File: src/rtl/vga_fb_fetch_arbiter_if.sv
// Bus bundle between the framebuffer fetch arbiter and its environment:
// sync counters, CPU requester, single-port RAM and line-buffer write port.
interface vga_fb_fetch_arbiter_if #(
    parameter int unsigned ADDR_W = 19,
    parameter int unsigned LB_AW  = 9
);
    logic [10:0]       hc;
    logic [10:0]       vc;
    logic              cpu_req;
    logic              cpu_we;
    logic [ADDR_W-1:0] cpu_addr;
    logic [31:0]       cpu_wdata;
    logic              cpu_gnt;
    logic              cpu_rvalid;
    logic [31:0]       cpu_rdata;
    logic              mem_en;
    logic              mem_we;
    logic [ADDR_W-1:0] mem_addr;
    logic [31:0]       mem_wdata;
    logic [31:0]       mem_rdata;
    logic              lb_we;
    logic [LB_AW-1:0]  lb_addr;
    logic [31:0]       lb_wdata;
    logic              fetch_busy;
    logic              underrun;

    modport master (
        input  hc, vc, cpu_req, cpu_we, cpu_addr, cpu_wdata, mem_rdata,
        output cpu_gnt, cpu_rvalid, cpu_rdata, mem_en, mem_we, mem_addr,
        output mem_wdata, lb_we, lb_addr, lb_wdata, fetch_busy, underrun
    );

    modport slave (
        output hc, vc, cpu_req, cpu_we, cpu_addr, cpu_wdata, mem_rdata,
        input  cpu_gnt, cpu_rvalid, cpu_rdata, mem_en, mem_we, mem_addr,
        input  mem_wdata, lb_we, lb_addr, lb_wdata, fetch_busy, underrun
    );
endinterface

File: src/rtl/vga_fb_fetch_arbiter.sv
// Prefetches each visible line into the line buffer and lends the framebuffer RAM
// to the CPU when idle. `define VGA_ARB_CPU_SLOT_EN to give the CPU every 4th fetch cycle.
module vga_fb_fetch_arbiter #(
    parameter int unsigned ACTIVE_H_VIDEO = 1280,
    parameter int unsigned BLACK_H        = 432,
    parameter int unsigned BLACK_V        = 34,
    parameter int unsigned PIX_PER_WORD   = 4,
    parameter int unsigned ADDR_W         = 19,
    parameter int unsigned LB_AW          = 9,
    parameter int unsigned FB_BASE        = 0,
    parameter int unsigned FETCH_START    = 0
) (
    input  logic                   clk_i,
    input  logic                   rst_i,
    vga_fb_fetch_arbiter_if.master bus
);
    localparam int unsigned WORDS_PER_LINE = ACTIVE_H_VIDEO / PIX_PER_WORD;

    typedef enum logic [1:0] {S_IDLE, S_FETCH, S_DRAIN, S_WAIT} state_t;

    state_t            state, state_nxt;
    logic [LB_AW-1:0]  idx, idx_nxt;
    logic [ADDR_W-1:0] line_base, line_base_nxt;
    logic              lb_pend;
    logic [LB_AW-1:0]  lb_idx;
    logic              cpu_rd_pend;
    logic [31:0]       rdata_hold;
    logic              trigger, abort, slot, issue, gnt, last_issue;

`ifdef VGA_ARB_CPU_SLOT_EN
    logic [1:0]        fcnt;

    always_ff @(posedge clk_i or posedge rst_i) begin
        if (rst_i) begin
            fcnt <= '0;
        end else if (trigger) begin
            fcnt <= '0;
        end else if (state == S_FETCH) begin
            fcnt <= fcnt + 2'd1;
        end
    end

    assign slot = (state == S_FETCH) && (fcnt == 2'd3) && bus.cpu_req && !abort;
`else
    assign slot = 1'b0;
`endif

    always_comb begin
        trigger    = (state == S_IDLE) && (bus.hc == 11'(FETCH_START)) && (bus.vc >= 11'(BLACK_V));
        abort      = ((state == S_FETCH) || (state == S_DRAIN)) && (bus.hc == 11'(BLACK_H - 1));
        issue      = (state == S_FETCH) && !abort && !slot;
        last_issue = issue && (idx == LB_AW'(WORDS_PER_LINE - 1));
        // Grant is gated by reset so the combinational outputs are quiet while rst_i is high.
        gnt        = !rst_i && bus.cpu_req &&
                     (((state == S_IDLE) && !trigger) || (state == S_WAIT) || slot);
    end

    always_comb begin
        state_nxt     = state;
        idx_nxt       = idx;
        line_base_nxt = line_base;
        case (state)
            S_IDLE:  if (trigger) state_nxt = S_FETCH;
            S_FETCH: if (abort) state_nxt = S_WAIT;
                     else if (last_issue) state_nxt = S_DRAIN;
            S_DRAIN: state_nxt = S_WAIT;
            S_WAIT:  if (bus.hc != 11'(FETCH_START)) state_nxt = S_IDLE;
            default: state_nxt = S_IDLE;
        endcase
        if (trigger) begin
            idx_nxt = '0;
        end else if (issue) begin
            idx_nxt = idx + 1'b1;
        end
        if (bus.vc < 11'(BLACK_V)) begin
            line_base_nxt = ADDR_W'(FB_BASE);
        end else if ((state == S_DRAIN) || abort) begin
            line_base_nxt = line_base + ADDR_W'(WORDS_PER_LINE);
        end
    end

    always_ff @(posedge clk_i or posedge rst_i) begin
        if (rst_i) begin
            state       <= S_IDLE;
            idx         <= '0;
            line_base   <= ADDR_W'(FB_BASE);
            lb_pend     <= 1'b0;
            lb_idx      <= '0;
            cpu_rd_pend <= 1'b0;
            rdata_hold  <= '0;
        end else begin
            state       <= state_nxt;
            idx         <= idx_nxt;
            line_base   <= line_base_nxt;
            lb_pend     <= issue;
            lb_idx      <= idx;
            cpu_rd_pend <= gnt && !bus.cpu_we;
            if (cpu_rd_pend) begin
                rdata_hold <= bus.mem_rdata;
            end
        end
    end

    always_comb begin
        bus.mem_en    = 1'b0;
        bus.mem_we    = 1'b0;
        bus.mem_addr  = '0;
        bus.mem_wdata = '0;
        if (issue) begin
            bus.mem_en   = 1'b1;
            bus.mem_addr = line_base + ADDR_W'(idx);
        end else if (gnt) begin
            bus.mem_en    = 1'b1;
            bus.mem_we    = bus.cpu_we;
            bus.mem_addr  = bus.cpu_addr;
            bus.mem_wdata = bus.cpu_wdata;
        end
    end

    // Read data is registered in the RAM, so both return paths pass mem_rdata straight through.
    always_comb begin
        bus.cpu_gnt    = gnt;
        bus.cpu_rvalid = cpu_rd_pend;
        bus.cpu_rdata  = cpu_rd_pend ? bus.mem_rdata : rdata_hold;
        bus.lb_we      = lb_pend;
        bus.lb_addr    = lb_idx;
        bus.lb_wdata   = lb_pend ? bus.mem_rdata : '0;
        bus.fetch_busy = (state == S_FETCH) || (state == S_DRAIN);
        bus.underrun   = abort;
    end
endmodule
File: src/flat_wrapper.sv
// flat-port wrapper written by rule: the top's interface ports become plain ports
module vga_fb_fetch_arbiter_flat 
#(
    parameter int unsigned ACTIVE_H_VIDEO = 1280,
    parameter int unsigned BLACK_H        = 432,
    parameter int unsigned BLACK_V        = 34,
    parameter int unsigned PIX_PER_WORD   = 4,
    parameter int unsigned ADDR_W         = 19,
    parameter int unsigned LB_AW          = 9,
    parameter int unsigned FB_BASE        = 0,
    parameter int unsigned FETCH_START    = 0
)
  (clk_i, rst_i, bus_hc, bus_vc, bus_cpu_req, bus_cpu_we, bus_cpu_addr, bus_cpu_wdata, bus_mem_rdata, bus_cpu_gnt, bus_cpu_rvalid, bus_cpu_rdata, bus_mem_en, bus_mem_we, bus_mem_addr, bus_mem_wdata, bus_lb_we, bus_lb_addr, bus_lb_wdata, bus_fetch_busy, bus_underrun);
  vga_fb_fetch_arbiter_if #(.ADDR_W(ADDR_W), .LB_AW(LB_AW)) bus_i ();
  input  logic clk_i;
  input  logic rst_i;
  input wire logic [$bits(bus_i.hc)-1:0] bus_hc;
  input wire logic [$bits(bus_i.vc)-1:0] bus_vc;
  input wire logic [$bits(bus_i.cpu_req)-1:0] bus_cpu_req;
  input wire logic [$bits(bus_i.cpu_we)-1:0] bus_cpu_we;
  input wire logic [$bits(bus_i.cpu_addr)-1:0] bus_cpu_addr;
  input wire logic [$bits(bus_i.cpu_wdata)-1:0] bus_cpu_wdata;
  input wire logic [$bits(bus_i.mem_rdata)-1:0] bus_mem_rdata;
  output wire logic [$bits(bus_i.cpu_gnt)-1:0] bus_cpu_gnt;
  output wire logic [$bits(bus_i.cpu_rvalid)-1:0] bus_cpu_rvalid;
  output wire logic [$bits(bus_i.cpu_rdata)-1:0] bus_cpu_rdata;
  output wire logic [$bits(bus_i.mem_en)-1:0] bus_mem_en;
  output wire logic [$bits(bus_i.mem_we)-1:0] bus_mem_we;
  output wire logic [$bits(bus_i.mem_addr)-1:0] bus_mem_addr;
  output wire logic [$bits(bus_i.mem_wdata)-1:0] bus_mem_wdata;
  output wire logic [$bits(bus_i.lb_we)-1:0] bus_lb_we;
  output wire logic [$bits(bus_i.lb_addr)-1:0] bus_lb_addr;
  output wire logic [$bits(bus_i.lb_wdata)-1:0] bus_lb_wdata;
  output wire logic [$bits(bus_i.fetch_busy)-1:0] bus_fetch_busy;
  output wire logic [$bits(bus_i.underrun)-1:0] bus_underrun;
  assign bus_i.hc = bus_hc;
  assign bus_i.vc = bus_vc;
  assign bus_i.cpu_req = bus_cpu_req;
  assign bus_i.cpu_we = bus_cpu_we;
  assign bus_i.cpu_addr = bus_cpu_addr;
  assign bus_i.cpu_wdata = bus_cpu_wdata;
  assign bus_i.mem_rdata = bus_mem_rdata;
  assign bus_cpu_gnt = bus_i.cpu_gnt;
  assign bus_cpu_rvalid = bus_i.cpu_rvalid;
  assign bus_cpu_rdata = bus_i.cpu_rdata;
  assign bus_mem_en = bus_i.mem_en;
  assign bus_mem_we = bus_i.mem_we;
  assign bus_mem_addr = bus_i.mem_addr;
  assign bus_mem_wdata = bus_i.mem_wdata;
  assign bus_lb_we = bus_i.lb_we;
  assign bus_lb_addr = bus_i.lb_addr;
  assign bus_lb_wdata = bus_i.lb_wdata;
  assign bus_fetch_busy = bus_i.fetch_busy;
  assign bus_underrun = bus_i.underrun;
  vga_fb_fetch_arbiter #(.ACTIVE_H_VIDEO(ACTIVE_H_VIDEO), .BLACK_H(BLACK_H), .BLACK_V(BLACK_V), .PIX_PER_WORD(PIX_PER_WORD), .ADDR_W(ADDR_W), .LB_AW(LB_AW), .FB_BASE(FB_BASE), .FETCH_START(FETCH_START)) u_core (.clk_i(clk_i), .rst_i(rst_i), .bus(bus_i));
endmodule
File: config.mk
export PLATFORM = sky130hd
export DESIGN_NAME = vga_fb_fetch_arbiter_flat
export DESIGN_NICKNAME = d
export VERILOG_FILES = /design/src/rtl/vga_fb_fetch_arbiter_if.sv /design/src/rtl/vga_fb_fetch_arbiter.sv /design/src/flat_wrapper.sv
export SDC_FILE = /design/constraint.sdc
export NUM_CORES = 1
export LEC_CHECK = 0
export CAP_MARGIN = 20
export CORE_ASPECT_RATIO = 1.5
export CORE_UTILIZATION = 40
export DETAILED_ROUTE_END_ITERATION = 10
export GPL_TIMING_DRIVEN = 0
export PLACE_DENSITY_LB_ADDON = 0.3
export SLEW_MARGIN = 5
export SYNTH_ARGS = -nofsm -noshare
export SYNTH_HDL_FRONTEND = slang
export SYNTH_SLANG_ARGS = --single-unit
File: constraint.sdc
create_clock -name clk_i -period 6.2 [get_ports clk_i]
set_clock_uncertainty 0.1 [all_clocks]
set_input_delay 1.24 -clock clk_i [delete_from_list [all_inputs] [get_ports clk_i]]
set_output_delay 1.24 -clock clk_i [all_outputs]
set_load 0.03 [all_outputs]
==> out/results.tsv <==
metric	value	unit
status	finished clean	
met1_usage	0.265	
finalPower	0.00302	W
power.internal	0.00173	W
drt-initial-drc-count	124	
gp_congestion	0.853	
pin_count	240	
die_area	0.00998	sq mm
ys.flop_type	dfrtp_1	
place_inst	745	
crit_family	buffers and inverters	
worst_ep_arrival_time	4440	ps
setup_violations	0	
multiInputGateArea	0.00204	sq mm
rsz0062_at_grt	no	
ff_latch_area	0.00168	sq mm
drive_gt1_frac	0.0895	
grt_max_degree	69	
post_cts_resized	0	
synth_seq_cells	67	
nFillCells	698	
final_common_cell	clkdlybuf4s50_1	
syn_avg_cell_area	9.70	sq um
end_kind	output port	
cp-start-kind	input port	
first_global_vias	4032	
worstSkewPairLatency	330	ps
hold_violations	0	
ys_async_sr_fraction	1.00	
die_y	122	um
grtUsageTotal	0.267	
cts_setup_buffers	0	
core	0.00925	sq mm
post-route-util	0.722	
grt.met2_usage	0.495	
slew_violations	0	
syn_inst	395	
crit_top_cell	clkdlybuf4s50_1	
fmax	173	MHz
slowest_delay	720	ps
path_class	input port to output port	
required	4860	ps
clock-sinks	67	
post-route-period-util	0.932	
p_comb_frac	0.581	
yosys_warnings	0	
path_clk_slew	50	ps
antenna_found_initial	0	
period_needed	5780	ps
cellLeakagePower	2.70	nW
cts_buffer_depth	2	
htree_levels	3	
io_buffers	238	
final_nets	763	
rows	43	
fin_cells	760	
syn_area	0.00383	sq mm
die_x	81.9	um
slowest_stage	clkdlybuf4s50_1	
routed_wl	12800	um
path_max_fanout	10	
power_density	452	mW/mm^2
final_cell_mix	clkdlybuf4s50_1, dfrtp_1, and2_1	
post-dp-hpwl	10200	um
p_switching	0.00129	W
cp.buffers_inverters	3	
synth.yosys.seq_area_share	0.438	
pwr-share-clk	0.182	
synthesis.nets	514	
cts_tree	built	
overflow	0	
ys_types	42	
worst_slew_pin_slew	972	ps
dr_total_vias	3918	
cts_hold_buf	0	
peakVddDrop	348	uV
initial_utilization	0.414	
antenna_cells	0	
relSlewSlack	0.348	
hp-class	flop to flop	
grtUsageMet3	0.0644	
detail_route.wl_per_cell	16.9	um
sw_frac_of_total	0.427	
synth_edf_count	0	
via_per_inst	5.16	
cts_made_buffers	9	
holdWs	277	ps
seq_power_share	0.237	
top_usage_layer	met2	
syn_to_final_growth	74.5	%
root_buffer	clkbuf_16	
drtAntennaViolNets	0	
drt_first_pass_iters	4	
cp_cell_sequence	clkdlybuf4s50_1 > or4_1 > a211oi_2 > o211a_2 > buf_2 > nand2_1 > o21ai_0 > clkdlybuf4s50_1	
drc_errors	0	
grt_pass1_wl	19800	um
cap_violations	0	
-- synthesized netlist by cell type, types with 2 or more instances --
cell type | n | share of area
mux2_2 | 32 | 0.094
buf_2 | 5 | 0.0065
buf_1 | 3 | 0.0029
nor4_1 | 5 | 0.0082
and3_1 | 3 | 0.0049
nand2_1 | 33 | 0.032
xor2_1 | 11 | 0.025
nor2_1 | 27 | 0.026
and2_1 | 65 | 0.11
or4_1 | 4 | 0.0078
xnor2_1 | 18 | 0.041
o21ai_0 | 20 | 0.026
clkbuf_1 | 14 | 0.014
dfrtp_1 | 67 | 0.44
and4_1 | 4 | 0.0091
a21oi_1 | 9 | 0.012
a22o_1 | 2 | 0.0046
nor3_1 | 11 | 0.014
nand4_1 | 10 | 0.016
o22ai_1 | 3 | 0.0049
ha_1 | 10 | 0.033
inv_1 | 6 | 0.0059
nand3_1 | 9 | 0.012
or3_1 | 6 | 0.0098
-- per-stage QoR --
stage / setup slack [ps] / setup TNS, ps / cell area, sq um
floorplan: 962 / 0 / 3830
global placement: -624 / -27680 / 6350
detailed placement: 398 / 0 / 6350
CTS: 406 / 0 / 6680
global route: 257 / 0 / 6680
finish: 419 / 0 / 6680
-- cell type report --
type / count / area share
buffer: 22 / 0.0133
clock buffer: 11 / 0.0378
clock inverter: 4 / 0.0110
inverter: 6 / 0.00375
multi-input combinational: 300 / 0.306
sequential: 67 / 0.251
tap: 112 / 0.0210
timing repair buffer: 238 / 0.357
-- cell families after synthesis --
group,count (synthesis),synth area share
other cells,1,0.000979
flops,67,0.438
compound gates,47,0.0791
xor+xnor,29,0.0663
fa+ha+maj,10,0.0327
simple gates,179,0.254
mux,34,0.101
buf+inv,28,0.0291
-- sequential cells by signal, summed over array words and instances (netlist names) --
register / flops
u_core.rdata_hold: 32
u_core.line_base: 13
u_core.bus.lb_addr: 9
u_core.idx: 9
u_core.state: 2
u_core.bus.cpu_rvalid: 1
u_core.bus.lb_we: 1
-- metal layers --
| metal | wire length, um | vias to the layer above |
|---|---|---|
| met3 | 1140 | 35 |
| met5 | 0 | - |
| met4 | 510 | 0 |
| met2 | 6720 | 223 |
| li1 | - | 1860 |
| met1 | 4470 | 1800 |
-- power groups by stage --
stage / clock (W) / sequential [W] / combinational, W
detailed placement: 0 / 0.000720 / 0.00176
finish: 0.000551 / 0.000715 / 0.00176
floorplan: 0 / 0.000733 / 0.00101
global placement: 0 / 0.000707 / 0.00173
global route: 0.000572 / 0.000736 / 0.00187
CTS: 0.000555 / 0.000716 / 0.00177
-- final timing paths --
kind,slack (ps),depth (start not counted),start,endpoint
worst max-delay path,420,8,bus_vc[6],bus_mem_addr[12]
worst min-delay path,280,0,u_core.idx[2],u_core.bus.lb_addr[2]
worst max register to register,3590,8,u_core.state[0],u_core.line_base[14]
worst min register to register,280,0,u_core.idx[2],u_core.bus.lb_addr[2]
max in group asynchronous,4120,2,rst_i,u_core.rdata_hold[25]
min in group asynchronous,1340,2,rst_i,u_core.bus.cpu_rvalid
Power figures use the tool's default switching activity.
